===== src/rtl/kbd_cmd_scheduler.sv =====
// kbd_cmd_scheduler
//   Decodes a PS/2 Set-2 scancode stream into display commands, queues them
//   in a small FIFO and releases at most one command per video frame, on the
//   falling edge of vsync, so downstream blocks only change between frames.
//
// Ports
//   clk         pixel clock, rising edge
//   reset       synchronous, active-high
//   flag        one-cycle strobe, scancode valid
//   scancode    received PS/2 byte
//   vsync       VGA vertical sync, active low
//   cmd_valid   one-cycle pulse, cmd valid
//   cmd         0 none, 1 up, 2 down, 3 left, 4 right, 5 colour, 6 char, 7 blink
//   fifo_count  queued commands (0..DEPTH)
//   overflow    sticky, a command was dropped on a full FIFO
//
// Build option
//   REPEAT_SUPPRESS_EN  suppress typematic repeat with a held-key register
module kbd_cmd_scheduler #(
    parameter int DEPTH = 4
) (
    input  logic       clk,
    input  logic       reset,
    input  logic       flag,
    input  logic [7:0] scancode,
    input  logic       vsync,
    output logic       cmd_valid,
    output logic [2:0] cmd,
    output logic [4:0] fifo_count,
    output logic       overflow
);

    localparam int PW = $clog2(DEPTH);

    typedef enum logic [1:0] {
        IDLE,
        EXT,
        BRK,
        EXT_BRK
    } state_t;

    state_t state, state_nxt;

    logic          make_ev;
    logic          ev_ext;
    logic [2:0]    map_cmd;
    logic          suppressed;
    logic          push;
    logic          push_ok;
    logic          pop;
    logic          full;
    logic          vsync_q;
    logic          vs_fall;
    logic [PW-1:0] wr_ptr;
    logic [PW-1:0] rd_ptr;
    logic [2:0]    mem [DEPTH];

    // ------------------------------------------------------------------
    // Decoder FSM
    // ------------------------------------------------------------------
    always_ff @(posedge clk) begin
        if (reset) state <= IDLE;
        else       state <= state_nxt;
    end

    always_comb begin
        state_nxt = state;
        make_ev   = 1'b0;
        if (flag) begin
            case (state)
                IDLE: begin
                    if (scancode == 8'hE0)      state_nxt = EXT;
                    else if (scancode == 8'hF0) state_nxt = BRK;
                    else                        make_ev   = 1'b1;
                end
                EXT: begin
                    if (scancode == 8'hF0) state_nxt = EXT_BRK;
                    else begin
                        make_ev   = 1'b1;
                        state_nxt = IDLE;
                    end
                end
                BRK:     state_nxt = IDLE;
                EXT_BRK: state_nxt = IDLE;
                default: state_nxt = IDLE;
            endcase
        end
    end

    assign ev_ext = (state == EXT) || (state == EXT_BRK);

    // Key map; 0 means unmapped
    always_comb begin
        map_cmd = 3'd0;
        if (ev_ext) begin
            case (scancode)
                8'h75:   map_cmd = 3'd1;
                8'h72:   map_cmd = 3'd2;
                8'h6B:   map_cmd = 3'd3;
                8'h74:   map_cmd = 3'd4;
                default: map_cmd = 3'd0;
            endcase
        end else begin
            case (scancode)
                8'h1D:   map_cmd = 3'd1;
                8'h1B:   map_cmd = 3'd2;
                8'h1C:   map_cmd = 3'd3;
                8'h23:   map_cmd = 3'd4;
                8'h21:   map_cmd = 3'd5;
                8'h22:   map_cmd = 3'd6;
                8'h32:   map_cmd = 3'd7;
                default: map_cmd = 3'd0;
            endcase
        end
    end

`ifdef REPEAT_SUPPRESS_EN
    logic [8:0] held_key;
    logic [8:0] ev_key;
    logic       brk_ev;

    assign ev_key     = {ev_ext, scancode};
    assign brk_ev     = flag && ((state == BRK) || (state == EXT_BRK));
    assign suppressed = (ev_key == held_key);

    // Cleared value {0,00} never matches a mapped key
    always_ff @(posedge clk) begin
        if (reset)                             held_key <= '0;
        else if (push)                         held_key <= ev_key;
        else if (brk_ev && ev_key == held_key) held_key <= '0;
    end
`else
    assign suppressed = 1'b0;
`endif

    assign push = make_ev && (map_cmd != 3'd0) && !suppressed;

    // ------------------------------------------------------------------
    // Frame scheduler and FIFO
    // ------------------------------------------------------------------
    assign vs_fall = vsync_q && !vsync;
    assign full    = (fifo_count == 5'(DEPTH));
    assign pop     = vs_fall && (fifo_count != '0);
    // A pop in the same cycle frees the slot, so a full FIFO still accepts
    assign push_ok = push && (!full || pop);

    always_ff @(posedge clk) begin
        if (push_ok) mem[wr_ptr] <= map_cmd;
    end

    always_ff @(posedge clk) begin
        if (reset) begin
            vsync_q    <= 1'b1;
            wr_ptr     <= '0;
            rd_ptr     <= '0;
            fifo_count <= '0;
            overflow   <= 1'b0;
            cmd_valid  <= 1'b0;
            cmd        <= '0;
        end else begin
            vsync_q   <= vsync;
            cmd_valid <= pop;
            if (push_ok) wr_ptr <= wr_ptr + 1'b1;
            if (pop) begin
                cmd    <= mem[rd_ptr];
                rd_ptr <= rd_ptr + 1'b1;
            end
            case ({push_ok, pop})
                2'b10:   fifo_count <= fifo_count + 5'd1;
                2'b01:   fifo_count <= fifo_count - 5'd1;
                default: fifo_count <= fifo_count;
            endcase
            if (push && !push_ok) overflow <= 1'b1;
        end
    end

endmodule


===== config.mk =====
export PLATFORM = sky130hd
export DESIGN_NAME = kbd_cmd_scheduler
export DESIGN_NICKNAME = d
export VERILOG_FILES = /design/src/rtl/kbd_cmd_scheduler.sv
export SDC_FILE = /design/constraint.sdc
export NUM_CORES = 1
export LEC_CHECK = 0
export BUFFER_PORTS_ARGS = -buffer_cell sky130_fd_sc_hd__clkbuf_2
export CAP_MARGIN = 5
export CORE_ASPECT_RATIO = 2
export CORE_UTILIZATION = 49
export DETAILED_ROUTE_END_ITERATION = 10
export HOLD_SLACK_MARGIN = 0.03
export PLACE_DENSITY = 0.67
export SYNTH_ARGS = -nofsm -noshare
export SYNTH_HDL_FRONTEND = slang
export SYNTH_SLANG_ARGS = --single-unit

===== constraint.sdc =====
create_clock -name clk -period 3.9 [get_ports clk]
set_clock_uncertainty 0.1 [all_clocks]
set_input_delay 0 -clock clk [delete_from_list [all_inputs] [get_ports clk]]
set_output_delay 0 -clock clk [all_outputs]
set_load 0.03 [all_outputs]

==> results by group, run 1 <==
Yosys
  – Seq/Total Area, Yosys: 43.2%
  – Synth Register Bits: 29
  – Ys Warns: 0
  – FFs w/ async S/R, synth: 0%
  – Synth cell types: 48
  – Syn nets: 177
  – Syn Area/Cell: 10.2 um^2
  – Ys flop type: dfxtp_1
  – Post-Syn Instances: 159
  – Post-Syn Area: 1620 um^2
  – Post-synth EDFFs: 12

Clock tree
  – Post-CTS resize count: 0
  – H-tree depth: 2
  – Clock Path Buffers: 2
  – Setup Buffers After CTS: 0
  – Num CTS Buffers: 5
  – Clock root buffer: clkbuf_8
  – Clock transition at path regs: 0.06 ns
  – Clock Sinks: 29
  – CTS tree: yes
  – Worst-skew pair later-pin latency: 0.28 ns

Floorplanning
  – Die Wd: 42.7 um
  – Die area: 3560 um^2
  – Die height: 83.4 um
  – Io pins: 22
  – Std-Cell Rows: 29
  – Initial Util: 51.4%
  – Core area: 3160 um^2

STA
  – Final hold vios: 0
  – RSZ-0062 raised after global routing: no
  – Final period util: 72.2%
  – Slew Limit Headroom: 64.0%
  – Worst Tran Pin Value: 0.540 ns
  – Max Clk Rate: 0.355 GHz
  – Post-route setup TNS: 0 ns
  – Slew Viols, Final: 0
  – Final Worst Setup Slack: 1.08 ns
  – Min cycle time layout: 2.82 ns
  – # setup viols final: 0

Placement
  – Final Wtd Congestion: 0.843
  – Post-placement cell count: 207
  – IO buf count: 21
  – Detailed placer's ending HPWL: 2.40 mm
  – Worst slack, placed: 1.02 ns

Detailed routing
  – WL final: 3.18 mm
  – Drt first pass iters: 4
  – Vias/cell: 5.72
  – Routed Antenna Nets: 0
  – Detailed Route Iter0 Violations: 36
  – DRC viols: 0
  – DR WL/cell: 14.6 um
  – DR vias: 1241

Setup path
  – Slowest cell on crit path: dfxtp_1
  – CP Max Fanout: 9
  – CP Launch Type: flip-flop
  – CP Data Required Time: 3.96 ns
  – Crit-path cells: a41o_1 > o32a_4 > a211oi_4 > o21bai_4 > inv_2 > ha_1 > a21oi_1 > nor3_1 > a2bb2oi_1 > mux2_1
  – Worst Setup End Kind: flip-flop
  – CP peak stage delay: 0.40 ns
  – Crit path DAT: 2.88 ns
  – Worst setup path class: reg -> reg

GRT
  – First-pass GRT wire length: 5.49 mm
  – Initial antenna violation count: 0
  – Gr ovfl total: 0
  – Largest net degree at the start of global routing: 25
  – Vias in the first global route: 1254
  – GRT Total Usage: 20.3%

Run status
  – Status: complete, no violations

Cells and area
  – Share of layout cells above drive strength 1: 22.6%
  – Diode count: 0
  – Sequential cell area: 701 um^2
  – Final std cells w/o fill: 217
  – Final nets: 203
  – Area grow syn2layout: 16.0%
  – Multi-input gate area: 861 um^2
  – FILL cells: 273

Power
  – Overall Power: 943 uW
  – Cell Pwr Density: 501 nW/um^2
  – Leakage power: 0.000785 uW
  – Maximum VDD drop: 355 uV

Flow run
  – Max cap viols: 0

Hold path
  – Hold crit path type: in -> reg
-- cells in the mapped netlist, types with 3 or more instances --
| cell | number | area [um^2] |
|---|---|---|
| inv_1 | 10 | 37.5 |
| nand2_1 | 8 | 30.0 |
| and2_1 | 7 | 43.8 |
| xnor2_1 | 3 | 26.3 |
| clkbuf_1 | 5 | 18.8 |
| nor2b_1 | 5 | 31.3 |
| edfxtp_1 | 12 | 360 |
| nor2_1 | 20 | 75.1 |
| mux4_2 | 3 | 67.6 |
| a21oi_1 | 5 | 25.0 |
| dfxtp_1 | 17 | 340 |
| nor3_1 | 7 | 35.0 |
| mux2_1 | 4 | 45.0 |
| mux2i_1 | 4 | 40.0 |
| nand2b_1 | 5 | 31.3 |
| ha_1 | 5 | 62.6 |
-- cells in the final DEF, fill, tap and decap left out, types with 3 or more instances in the layout --
cell type and instances:
a21oi_1 5, and2_1 7, clkbuf_2 21, clkbuf_8 5
dfxtp_1 17, edfxtp_1 12, ha_1 5, inv_1 10
mux2_1 4, mux2i_1 4, mux4_2 3, nand2_1 8
nand2b_1 5, nor2_1 20, nor2b_1 5, nor3_1 7
xnor2_1 3
-- kinds of logic (layout without fill, tap and decap cells) --
family / Yosys count / count (layout) / share of synthesized area (%)
AOI/OAI and AO/OA: 22 / 22 / 12.7
xor gates and xnor gates: 3 / 3 / 1.62
adders and majority gates: 6 / 6 / 5.09
buffers and inverters: 16 / 43 / 3.70
DFF: 29 / 29 / 43.2
muxes: 11 / 11 / 9.41
and+or+nand+nor: 72 / 72 / 24.3
-- final timing paths --
path | slack [ns] | from | end | cells past startpoint
hold / removal | 0.08 | scancode[4] | state[1]$_SDFFE_PP0P_ | 5
setup / recovery | 1.08 | state[0]$_SDFFE_PP0P_ | fifo_count[3]$_SDFFE_PP0P_ | 10
setup reg to reg | 1.08 | state[0]$_SDFFE_PP0P_ | fifo_count[3]$_SDFFE_PP0P_ | 10
hold reg to reg | 0.39 | overflow$_SDFFE_PP0P_ | overflow$_SDFFE_PP0P_ | 1
-- layer usage --
layer / up-vias / GRT usage (%) / part of all wire, %
li1: 620 / - / -
met1: 585 / 19.7 / 36
met2: 27 / 36.8 / 59
met3: 9 / 5.65 / 3.2
met4: 0 / 10.2 / 2.6
met5: - / 0 / 0
-- report_power, final --
group	switching, uW	total (uW)	internal (uW)
Combinational	150	270	120
Clock	108	296	188
Sequential	33.8	377	343
Total	292	943	651
-- flip-flops by register name, summed over array words and instances, names as in the netlist --
signal	cells
mem	12
fifo_count	5
cmd	3
rd_ptr	2
state	2
wr_ptr	2
cmd_valid	1
overflow	1
vsync_q	1
-- through the flow --
step	hold slack, ns	utilization (%)	instance area (um^2)
after floorplan	0.00658	-	1620
after global placement	0.0993	55.6	1750
after detailed placement	0.0994	55.6	1750
after CTS	0.0788	59.6	1880
after global routing	0.135	59.6	1880
final	0.0784	59.6	1880
-- layout make-up --
cell class	instances	area share [%]
repair buffers	24	7.05
well taps	31	2.06
inverters	11	2.20
flip-flops and latches	29	37.3
clock inverters	2	1.80
multi-input cells	114	45.8
clock buffers	6	3.86
-- critical path: cells and delay by family (launching register included) --
family                   cells  cell delay (ns)
AO/OA/AOI/OAI                6             1.45
flip-flops                   1             0.40
multiplexers                 1             0.35
adder cells (fa/ha/maj)      1             0.22
buffers and inverters        1             0.08
AND/OR/NAND/NOR              1             0.07
-- repair_timing --
action                                 4_1_cts  5_1_grt
endpoints found under the hold margin        3        0
hold buffers                                 2        0
setup endpoints to repair                    0        0
Note: power is estimated with default switching activity, not from simulation.
==> inputs of run 2 (changes only) <==
==> constraint.sdc (replaced) <==
create_clock -name clk -period 2.7 [get_ports clk]
set_clock_uncertainty 0.1 [all_clocks]
set_input_delay 0 -clock clk [delete_from_list [all_inputs] [get_ports clk]]
set_output_delay 0 -clock clk [all_outputs]
set_load 0.03 [all_outputs]
==> results by group, run 2 (synthesis gave the netlist of run 1 again) <==
Run status
  – Status: complete, no violations

Detailed routing
  – Drt first pass iters: 4
  – Vias/cell: 5.69
  – Routed Antenna Nets: 0
  – DRC viols: 0
  – WL final: 3.29 mm
  – DR vias: 1263
  – Detailed Route Iter0 Violations: 32
  – DR WL/cell: 14.8 um

Floorplanning
  – Io pins: 22
  – Die Wd: 42.7 um
  – Initial Util: 51.4%
  – Die height: 83.4 um
  – Core area: 3160 um^2
  – Die area: 3560 um^2
  – Std-Cell Rows: 29

Setup path
  – RR Startpoint: fifo_count[4]$_SDFFE_PP0P_
  – CP Launch Type: flip-flop
  – Crit path DAT: 2.60 ns
  – Reg2Reg Setup Slack: 0.16 ns
  – CP Data Required Time: 2.76 ns
  – Worst setup path class: reg -> reg
  – Reg2reg path depth: 9
  – CP Max Fanout: 4
  – Worst Setup End Kind: flip-flop
  – Reg2reg end: fifo_count[3]$_SDFFE_PP0P_

Clock tree
  – Num CTS Buffers: 5
  – Clock transition at path regs: 0.07 ns
  – Worst-skew pair later-pin latency: 0.28 ns
  – CTS tree: yes
  – Clock Path Buffers: 2
  – Clock root buffer: clkbuf_8
  – Clock Sinks: 29
  – H-tree depth: 2
  – Setup Buffers After CTS: 0

STA
  – Slew Viols, Final: 0
  – Min cycle time layout: 2.54 ns
  – Final period util: 93.9%
  – Slew Limit Headroom: 63.8%
  – Max Clk Rate: 0.394 GHz
  – RSZ-0062 raised after global routing: no
  – Final Worst Setup Slack: 0.165 ns
  – # setup viols final: 0
  – Final hold vios: 0
  – Post-route setup TNS: 0 ns
  – Worst Tran Pin Value: 0.536 ns

Hold path
  – Worst hold stages: 2
  – Hold crit path type: in -> reg
  – Hold Path End: rd_ptr[1]$_SDFFE_PP0P_
  – Worst hold path startpoint: reset

Cells and area
  – Share of layout cells above drive strength 1: 26.2%
  – Number of flip-flops under the largest register name: 12
  – Final std cells w/o fill: 222
  – Area grow syn2layout: 17.1%
  – Most common cell after layout, fill and taps aside: clkbuf_2
  – Biggest regs: mem: 12 flops, fifo_count: 5 flops, cmd: 3 flops
  – Diode count: 0
  – Largest Register: mem
  – Final nets: 208
  – Commonest non-fill, non-tap cells in the layout: clkbuf_2, nor2_1, dfxtp_1

GRT
  – GRT Total Usage: 20.3%
  – Largest net degree at the start of global routing: 25
  – Vias in the first global route: 1273
  – Gr ovfl total: 0
  – First-pass GRT wire length: 5.46 mm
  – Initial antenna violation count: 0

Placement
  – Post-placement cell count: 212
  – Worst slack, placed: 0.0312 ns
  – Detailed placer's ending HPWL: 2.61 mm
  – Final Wtd Congestion: 0.863
  – IO buf count: 21

Flow run
  – Max cap viols: 0

Power
  – Cell Pwr Density: 684 nW/um^2
  – Maximum VDD drop: 437 uV
  – Leakage power: 0.000803 uW
  – Overall Power: 1300 uW
## run 2: cell count changes in the layout (fill, tap and decap cells not counted)
cell / change
buf_4: +5
clkinv_2: +2
bufinv_16: -1
clkinv_1: -1
dfxtp_1: -1
dfxtp_2: +1
fa_1: -1
fa_2: +1
## run 2: area by class of cell
class,instances,area (um^2)
Timing Repair Buffer,29,170
Tap cell,31,38.8
Fill cell,271,1260
Sequential cell,29,702
Multi-Input combinational cell,114,863
Clock inverter,2,10.0
Clock buffer,6,72.6
Inverter,11,41.3
## run 2: worst max-delay path by stage
stage	startpoint	to	slack [ns]	cells after the start
finish	fifo_count[4]$_SDFFE_PP0P_	fifo_count[3]$_SDFFE_PP0P_	0.16	9
floorplan	fifo_count[4]$_SDFFE_PP0P_	fifo_count[3]$_SDFFE_PP0P_	0.01	10
CTS	state[0]$_SDFFE_PP0P_	fifo_count[4]$_SDFFE_PP0P_	0.11	8
global placement	state[0]$_SDFFE_PP0P_	fifo_count[4]$_SDFFE_PP0P_	0.15	8
detailed placement	scancode[5]	fifo_count[3]$_SDFFE_PP0P_	0.03	12
global route	fifo_count[4]$_SDFFE_PP0P_	fifo_count[3]$_SDFFE_PP0P_	0.03	9
## run 2: metrics by stage
stage	area, um^2	utilization [%]	hold slack, ns
after floorplan	1630	-	0.00658
after global placement	1790	56.8	0.0996
after detailed placement	1790	56.8	0.106
after CTS	1890	60.0	0.115
after global routing	1900	60.1	0.170
final	1900	60.1	0.114
## run 2: power breakdown
group | internal (uW) | switching [uW] | leakage, uW | total (uW)
combinational | 190 | 229 | 0.000509 | 419
clock | 178 | 161 | 0.0000450 | 339
sequential | 495 | 44.0 | 0.000249 | 539
total | 864 | 434 | 0.000803 | 1300
## run 2: layer usage
metal | vias to the layer above | track usage (%) | wire length [um]
li1 | 630 | - | -
met1 | 599 | 18.4 | 1140
met2 | 27 | 39.1 | 1990
met3 | 7 | 3.91 | 86
met4 | 0 | 9.94 | 80
met5 | - | 0 | 0
## run 2: worst max-delay path: stages, from the launching register on
cell and delay [ns]:
dfxtp_1 0.33, or4_1 0.57, o21bai_1 0.19, o21bai_4 0.17, inv_2 0.05, ha_1 0.27
a21oi_1 0.18, nor3_1 0.07, a2bb2oi_1 0.16, mux2_1 0.32
## run 2: repair_timing
action,CTS,global route
endpoints found under the setup margin,0,1
resized for setup,0,2
endpoints found under the hold margin,3,0
hold buffers,2,0
